==> config.mk <==
export PLATFORM = sky130hd
export DESIGN_NAME = othello_draw_arbiter
export DESIGN_NICKNAME = d
export VERILOG_FILES = /design/src/rtl/othello_draw_arbiter.sv
export SDC_FILE = /design/constraint.sdc
export NUM_CORES = 1
export LEC_CHECK = 0
export ABC_AREA = 1
export BUFFER_PORTS_ARGS = -buffer_cell sky130_fd_sc_hd__buf_2
export CORE_UTILIZATION = 54
export CTS_CLUSTER_SIZE = 30
export DETAILED_ROUTE_END_ITERATION = 6
export PLACE_DENSITY = 0.89
export SYNTH_ARGS = -nofsm -noshare
export SYNTH_HDL_FRONTEND = slang
export SYNTH_SLANG_ARGS = --single-unit
export TNS_END_PERCENT = 1
==> constraint.sdc <==
create_clock -name clock -period 3.7 [get_ports clock]
set_input_delay 0.555 -clock clock [delete_from_list [all_inputs] [get_ports clock]]
set_output_delay 0.555 -clock clock [all_outputs]
set_load 0.05 [all_outputs]
==> src/rtl/othello_draw_arbiter.sv <==
// rtl/othello_draw_arbiter.sv - Othello board draw arbiter (clear/disk/cursor) driving a cell plothelper
// Optional watchdog: define OTHELLO_DRAW_ARB_TIMEOUT_EN
module othello_draw_arbiter #(
    parameter int X0      = 24,
    parameter int Y0      = 4,
    parameter int CELL    = 14,
    parameter int TIMEOUT = 1024
) (
    input  logic       clock,
    input  logic       resetn,
    input  logic       clr_req,
    input  logic       disk_req,
    input  logic [2:0] disk_col,
    input  logic [2:0] disk_row,
    input  logic       disk_side,
    input  logic       cur_req,
    input  logic [2:0] cur_col,
    input  logic [2:0] cur_row,
    output logic       clr_gnt,
    output logic       disk_gnt,
    output logic       cur_gnt,
    output logic       clr_done,
    output logic       disk_done,
    output logic       cur_done,
    output logic [7:0] x_plot,
    output logic [6:0] y_plot,
    output logic [1:0] select,
    output logic       enable,
    input  logic       plot_done,
    output logic       busy,
    output logic       err
);
    typedef enum logic [1:0] {IDLE = 2'd0, ISSUE = 2'd1, WAIT = 2'd2} state_t;
    typedef enum logic [1:0] {JOB_CLR = 2'd0, JOB_DISK = 2'd1, JOB_CUR = 2'd2} job_t;

    state_t     state_q, state_d;
    job_t       job_q, job_d;
    logic [5:0] cell_q, cell_d, cell_nxt;
    logic [7:0] x_q, x_d;
    logic [6:0] y_q, y_d;
    logic [1:0] sel_q, sel_d;
    logic [2:0] done_q, done_d;
    logic [2:0] col_n, row_n;
    logic       load, fire;

`ifdef OTHELLO_DRAW_ARB_TIMEOUT_EN
    localparam int CW = $clog2(TIMEOUT + 1);
    logic [CW-1:0] wcnt_q, wcnt_d;
    logic          err_q, err_d;
    assign fire = plot_done || (wcnt_q == CW'(TIMEOUT - 1));
    assign err  = err_q;
`else
    assign fire = plot_done;
    // Constant zero; TIMEOUT only matters when the watchdog is built in
    assign err  = (TIMEOUT < 0);
`endif

    assign cell_nxt = cell_q + 6'd1;

    always_comb begin
        state_d = state_q;
        job_d   = job_q;
        cell_d  = cell_q;
        sel_d   = sel_q;
        x_d     = x_q;
        y_d     = y_q;
        done_d  = 3'b000;
        col_n   = 3'd0;
        row_n   = 3'd0;
        load    = 1'b0;
`ifdef OTHELLO_DRAW_ARB_TIMEOUT_EN
        wcnt_d  = wcnt_q;
        err_d   = err_q;
`endif
        case (state_q)
            IDLE: begin
                if (clr_req) begin
                    job_d  = JOB_CLR;
                    cell_d = 6'd0;
                    sel_d  = 2'b00;
                    load   = 1'b1;
                end else if (disk_req) begin
                    job_d  = JOB_DISK;
                    col_n  = disk_col;
                    row_n  = disk_row;
                    sel_d  = disk_side ? 2'b10 : 2'b01;
                    load   = 1'b1;
                end else if (cur_req) begin
                    job_d  = JOB_CUR;
                    col_n  = cur_col;
                    row_n  = cur_row;
                    sel_d  = 2'b11;
                    load   = 1'b1;
                end
                if (load) state_d = ISSUE;
            end
            ISSUE: begin
                state_d = WAIT;
`ifdef OTHELLO_DRAW_ARB_TIMEOUT_EN
                wcnt_d  = '0;
`endif
            end
            WAIT: begin
                if (fire) begin
`ifdef OTHELLO_DRAW_ARB_TIMEOUT_EN
                    if (!plot_done) err_d = 1'b1;
`endif
                    // Clear sweep skips IDLE between cells so it cannot be preempted
                    if (job_q == JOB_CLR && cell_q != 6'd63) begin
                        cell_d  = cell_nxt;
                        col_n   = cell_nxt[2:0];
                        row_n   = cell_nxt[5:3];
                        load    = 1'b1;
                        state_d = ISSUE;
                    end else begin
                        done_d  = 3'b001 << job_q;
                        state_d = IDLE;
                    end
                end
`ifdef OTHELLO_DRAW_ARB_TIMEOUT_EN
                else begin
                    wcnt_d = wcnt_q + 1'b1;
                end
`endif
            end
            default: state_d = IDLE;
        endcase
        if (load) begin
            x_d = 8'(X0 + int'(col_n) * CELL);
            y_d = 7'(Y0 + int'(row_n) * CELL);
        end
    end

    always_ff @(posedge clock or negedge resetn) begin
        if (!resetn) begin
            state_q <= IDLE;
            job_q   <= JOB_CLR;
            cell_q  <= 6'd0;
            x_q     <= 8'd0;
            y_q     <= 7'd0;
            sel_q   <= 2'b00;
            done_q  <= 3'b000;
`ifdef OTHELLO_DRAW_ARB_TIMEOUT_EN
            wcnt_q  <= '0;
            err_q   <= 1'b0;
`endif
        end else begin
            state_q <= state_d;
            job_q   <= job_d;
            cell_q  <= cell_d;
            x_q     <= x_d;
            y_q     <= y_d;
            sel_q   <= sel_d;
            done_q  <= done_d;
`ifdef OTHELLO_DRAW_ARB_TIMEOUT_EN
            wcnt_q  <= wcnt_d;
            err_q   <= err_d;
`endif
        end
    end

    assign enable    = (state_q == ISSUE);
    assign busy      = (state_q != IDLE);
    assign clr_gnt   = enable && (job_q == JOB_CLR) && (cell_q == 6'd0);
    assign disk_gnt  = enable && (job_q == JOB_DISK);
    assign cur_gnt   = enable && (job_q == JOB_CUR);
    assign clr_done  = done_q[0];
    assign disk_done = done_q[1];
    assign cur_done  = done_q[2];
    assign x_plot    = x_q;
    assign y_plot    = y_q;
    assign select    = sel_q;
endmodule

Word-level counts from Yosys, hierarchy flattened
Index checks and enable logic that the tools add are counted.

word-level totals
  output and inout bits = 26
  flip-flop bits (word level) = 30

cells by class
  reductions and logical operators = 14
  multiplexer cells = 37
  shifts and indexed selects = 1
  multipliers = 2
  eq/ne operators = 9
  add/subtract/negate cells = 3

operators with widths
  kind                   count
  $mux W3                13
  $mux W2                9
  $mux W6                3
  $mul A3 B3 Y6 const B  2
  $pmux W3 S2            2
  $pmux W6 S2            1
  $add A5 B7 Y8 const A  1
  $ne A2 B2 Y1 const B   4
  $add A3 B7 Y7 const A  1
  $mux W1                7
  $add A6 B1 Y6 const B  1
  $logic_not A6 Y1       1
  $ne A6 B6 Y1 const B   1
  $pmux W2 S3            1
  $logic_and A1 B1 Y1    5
  $eq A2 B1 Y1 const B   2
  $eq A2 B2 Y1 const B   2
  $logic_not A2 Y1       2
  $reduce_and A2 Y1      2
  $reduce_and A4 Y1      1
  $reduce_bool A2 Y1     2
  $reduce_bool A3 Y1     1
  $shl A1 B2 Y3 const A  1
  $pmux W1 S2            1

Logic depth before layout (Yosys ltp)
  word-level depth = 7
  gate-level depth with buffers = 16
  gate-level depth less buffers = 16

Least setup slack after synthesis
No wires, ideal clock.

  path kind = input to register
  start = input clr_req
  end = register x_q[6] (netlist: x_plot[6])
  required time = 3,580 ps
  cell stages on the path = 14
  arrival time = 3,001 ps
  setup slack = 580 ps
  setup time = 120 ps
  path buffers = 0
  cell sequence = inv_1 -> nand2_1 -> nor2_1 -> a32oi_1 -> nand2_1 -> inv_1 -> fa_1 -> ha_1 -> inv_1 -> fa_1 -> xor2_1 -> o21ai_0 -> xor2_1 -> o21ai_2

on the way
  word-level cells in the longest chain between the ends = 4
  elaborated cells on any way between the ends = 7
  those cells by class = add/sub (1); mul (1); mux (5)

ends and longest elaborated chain
  what                  line  text
  from (decl)           11    input logic clr_req,
  $mux W3               77    if (clr_req) begin
  $pmux W3 S2           75    case (state_q)
  $mul A3 B3 Y6         129   x_d = 8'(X0 + int'(col_n) * CELL);
  $add A5 B7 Y8         129
  to (signal assigned)  139   x_q <= 8'd0;
  to (signal assigned)  151   x_q <= x_d;
  to (decl)             39    logic [7:0] x_q, x_d;

Parallel ways exist; a longest one is shown, timed or not. The select of a mux whose other input is x is not followed.
A chain may end at the register's enable or synchronous reset.

Worst setup path in the final report
  start = register job_q[0]
  end = register x_q[6] (netlist: x_plot[6])

on the way
  word-level cells in the longest chain between the ends = 7
  elaborated cells on any way between the ends = 10
  those cells by class = add/sub (1); mul (1); mux (6); reduce/logical (2)

ends and longest elaborated chain
  what                     line  text
  from (decl)              37    job_t job_q, job_d;
  from (signal assigned)   149   job_q <= job_d;
  $logic_not A2 Y1 (*)     109   if (job_q == JOB_CLR && cell_q != 6'd63) begin
  $logic_and A1 B1 Y1 (*)  109
  $mux W3                  109
  $mux W3                  104   if (fire) begin
  $pmux W3 S2              75
  $mul A3 B3 Y6            129
  $add A5 B7 Y8            129

Every way passes the cells marked *; elsewhere a longest branch is shown, timed or not.

==> impl_summary.txt <==
----------------------------------------------------
[Yosys]
  Yosys warning count ... 0
  Post-synthesis cell count ... 219
  Async set or reset register ratio after synthesis ... 100.0%
  Post-synth EDFFs ... 0
  Primary FF master, synth ... sky130_fd_sc_hd__dfrtp_1
  Area share of the leading cell type in the synthesized netlist ... 36.34%
  Synth top area cells ... sky130_fd_sc_hd__dfrtp_1, sky130_fd_sc_hd__nand2_1, sky130_fd_sc_hd__ha_1, sky130_fd_sc_hd__fa_1, sky130_fd_sc_hd__inv_1
  Post-synthesis average cell area ... 8.804 sq um
  Synthesized flop and latch total ... 28
  Library cells used by synthesis ... 35
  Mapped Area ... 1928 sq um
  Post-synth top area cell ... sky130_fd_sc_hd__dfrtp_1
  Portion of the post-synthesis area used by sequential elements ... 36.34%

[Floorplan]
  IO Count ... 45
  Die span in x ... 61.76 um
  Starting utilization of the core area ... 56.88%
  Core footprint ... 3390 sq um
  Total number of placement rows ... 21
  Die footprint ... 3814 sq um
  Overall die height ... 61.76 um

[Clock network]
  Cells resized by post-CTS repair ... 0
  Post-CTS Repair Setup Buffers ... 0
  H-tree levels ... 1
  CTS max path bufs ... 2
  Clock transition at path regs ... 160 ps
  Hold bufs inserted after CTS ... 0
  CTS tree ... built
  Clk Latency, worst-skew pair ... 340 ps
  Clock buffer count from CTS ... 3
  Clk sinks ... 28
  Root Buffer ... sky130_fd_sc_hd__clkbuf_4

[Worst setup path]
  Depth of the worst register-to-register path ... 14
  Max FO, Critical Path ... 5
  Startpoint kind of the worst setup timing path ... flip-flop
  Critical register-to-register path startpoint ... job_q[0]$_DFFE_PN0P_
  Data arrival, critical path ... 3740 ps
  Terminus of the critical flop-to-flop path ... x_plot[6]$_DFFE_PN0P_
  CP endpoint kind ... flip-flop
  Crit path kind ... flip-flop to flip-flop
  Required time at the endpoint of the critical path ... 3950 ps
  FF-to-FF setup slack ... 210 ps

[Global route]
  Residual overflow from global routing ... 0
  Wire length of the first global-routing pass ... 6.430 mm
  Via count of the first global-routing pass ... 1474
  Largest net degree at the start of global routing ... 29
  Number of antenna violations at the first check in global routing ... 0
  Global Route Usage Sum ... 23.40%

[STA]
  Slew at the pin with the worst max-slew slack ... 649.1 ps
  RSZ-0062 raised after global routing ... no
  Worst clock skew on the final layout ... 4.376 ps
  Number of slew-limit violations in the final report ... 0
  Final number of setup-violating endpoints ... 0
  Top achievable clock speed ... 286.6 MHz
  Hold Fails Final Rpt ... 0
  Smallest hold slack ... 208.3 ps
  Final critical-path required period ... 3490 ps
  Post-route fraction of the period consumed by the critical path ... 94.31%
  Rel. slew slack ... 56.73%
  Final total negative setup slack ... 0 ps

[Detailed routing]
  Count of antenna-violating nets left after detailed routing ... 0
  Number of violations reported at the end of detailed-routing iteration 0 ... 56
  Routed wire length ... 3.966 mm
  Via total after detailed routing ... 1562
  First-pass iteration count of the detailed router ... 4
  DRC errors left ... 0
  Per-cell via count in the routed design ... 5.088
  Wire length per cell ... 12.92 um

[Power]
  Pwr/cell area ... 767.0 nW/um^2
  Clock network power share ... 12.3%
  Sequential power share ... 27.4%
  Max VDD drop ... 0.3536 mV
  Portion of total power attributed to combinational logic ... 60.2%
  Internal portion of total power ... 0.0007741 W
  Power dissipated by switching net loads ... 0.0009139 W
  Power Total ... 0.001688 W
  Net Sw Frac ... 54.14%
  Cell leakage power ... 1.189 nW

[Placed design]
  Detailed Place HPWL ... 3.002 mm
  Global placer's final weighted congestion ... 0.8760
  Input/output buffers ... 41

[Status]
  Result of the run ... completed

[Layout]
  Share of layout cells above drive strength 1 ... 26.44%
  Number of nets at the end of the flow ... 301
  Synth-to-Final Area Change ... 14.15%
  Final core occ ... 64.93%
  Ant diodes ... 0

[Hold path]
  Min-delay worst type ... input pin to asynchronous set/reset pin

[Flow run]
  Max cap viols ... 0

----------------------------------------------------
## worst max-delay path by stage
stage	depth (start not counted)	slack (ps)	start	to
3_3_place_gp	15	360	clr_req	x_plot[6]$_DFFE_PN0P_
4_1_cts	15	240	cell_q[0]$_DFFE_PN0P_	x_plot[6]$_DFFE_PN0P_
5_1_grt	16	40	cell_q[1]$_DFFE_PN0P_	y_plot[6]$_DFFE_PN0P_
3_5_place_dp	15	120	clr_req	x_plot[6]$_DFFE_PN0P_
2_1_floorplan	14	580	clr_req	x_plot[6]$_DFFE_PN0P_
6_report	14	210	job_q[0]$_DFFE_PN0P_	x_plot[6]$_DFFE_PN0P_
## layout by cell type, fill, tap and decap left out, drive strengths merged
cell type	netlist	routed
conb	1	3
a32o	1	1
o21bai	4	4
nor3	5	5
fa	6	6
inv	35	35
nand3	14	14
dfrtp	28	28
a22oi	2	2
nor2	17	17
ha	14	14
clkbuf	0	3
a32oi	3	3
xnor2	4	4
buf	5	41
nand2	51	51
a21oi	2	2
o211ai	1	1
bufinv	0	1
o21ai	21	21
xor2	3	3
nand4	1	1
nor4	1	1
## critical path, stage by stage, from the launching register on
cell	delay, ps
sky130_fd_sc_hd__dfrtp_1	450
sky130_fd_sc_hd__nor2_1	290
sky130_fd_sc_hd__o21ai_4	150
sky130_fd_sc_hd__nor2_2	220
sky130_fd_sc_hd__nand3_1	140
sky130_fd_sc_hd__nand2_1	220
sky130_fd_sc_hd__inv_1	120
sky130_fd_sc_hd__fa_1	520
sky130_fd_sc_hd__ha_1	150
sky130_fd_sc_hd__inv_1	60
sky130_fd_sc_hd__fa_1	370
sky130_fd_sc_hd__xor2_1	180
sky130_fd_sc_hd__o21ai_0	220
sky130_fd_sc_hd__xor2_1	220
sky130_fd_sc_hd__o21ai_2	70
## synthesized netlist by cell type (all sizes together) (2+ instances only)
library cell,number
nand2,51
inv,35
dfrtp,28
o21ai,21
nor2,17
ha,14
nand3,14
fa,6
buf,5
nor3,5
o21bai,4
xnor2,4
a32oi,3
xor2,3
a21oi,2
a22oi,2
## cells by family (layout without fill, tap and decap cells)
logic type / after synthesis / after routing / synth area share [%]
AND/OR/NAND/NOR: 89 / 89 / 21.48
buffers and inverters: 40 / 80 / 9.928
AO/OA/AOI/OAI: 34 / 34 / 13.56
flip-flops: 28 / 28 / 36.34
adder cells (fa/ha/maj): 20 / 20 / 15.32
XOR/XNOR: 7 / 7 / 3.180
other: 1 / 3 / 0.1945
## per-layer routing
metal	vias up	track usage [%]	part of all wire [%]
met1	728	30.53	46
met4	0	11.43	3.3
li1	785	-	-
met5	-	0	0
met3	11	3.727	3.3
met2	38	38.10	48
## flip-flops by register name, indices dropped and copies added, names as in the netlist
signal,count
cell_q,6
state_q,2
done_q,3
x_plot,7
y_plot,6
select,2
job_q,2
## metrics by stage
stage          setup WS [ps]  area, sq um  cells
2_1_floorplan          579.6         1936    221
3_3_place_gp           358.5         2141    303
3_5_place_dp           123.0         2141    303
4_1_cts                235.5         2193    307
5_1_grt                38.64         2201    307
6_report               210.4         2201    307
## power groups by stage
| stage | sequential (W) | combinational, W | clock (W) |
|---|---|---|---|
| after detailed placement | 0.000469 | 0.00100 | 0 |
| after floorplan | 0.000679 | 0.000633 | 0 |
| final | 0.000463 | 0.00102 | 0.000208 |
| after CTS | 0.000462 | 0.00101 | 0.000212 |
| after global placement | 0.000463 | 0.000986 | 0 |
| after global routing | 0.000476 | 0.00111 | 0.000219 |
## cell type report
class	count	area, sq um
Fill cell	269	1189
Clock inverter	1	30.03
Tap cell	46	57.56
Inverter	35	133.9
Multi-Input combinational cell	153	1051
Timing Repair Buffer	41	205.2
Clock buffer	3	22.52
Sequential cell	28	700.7
Note: power is estimated with default switching activity, not from simulation.
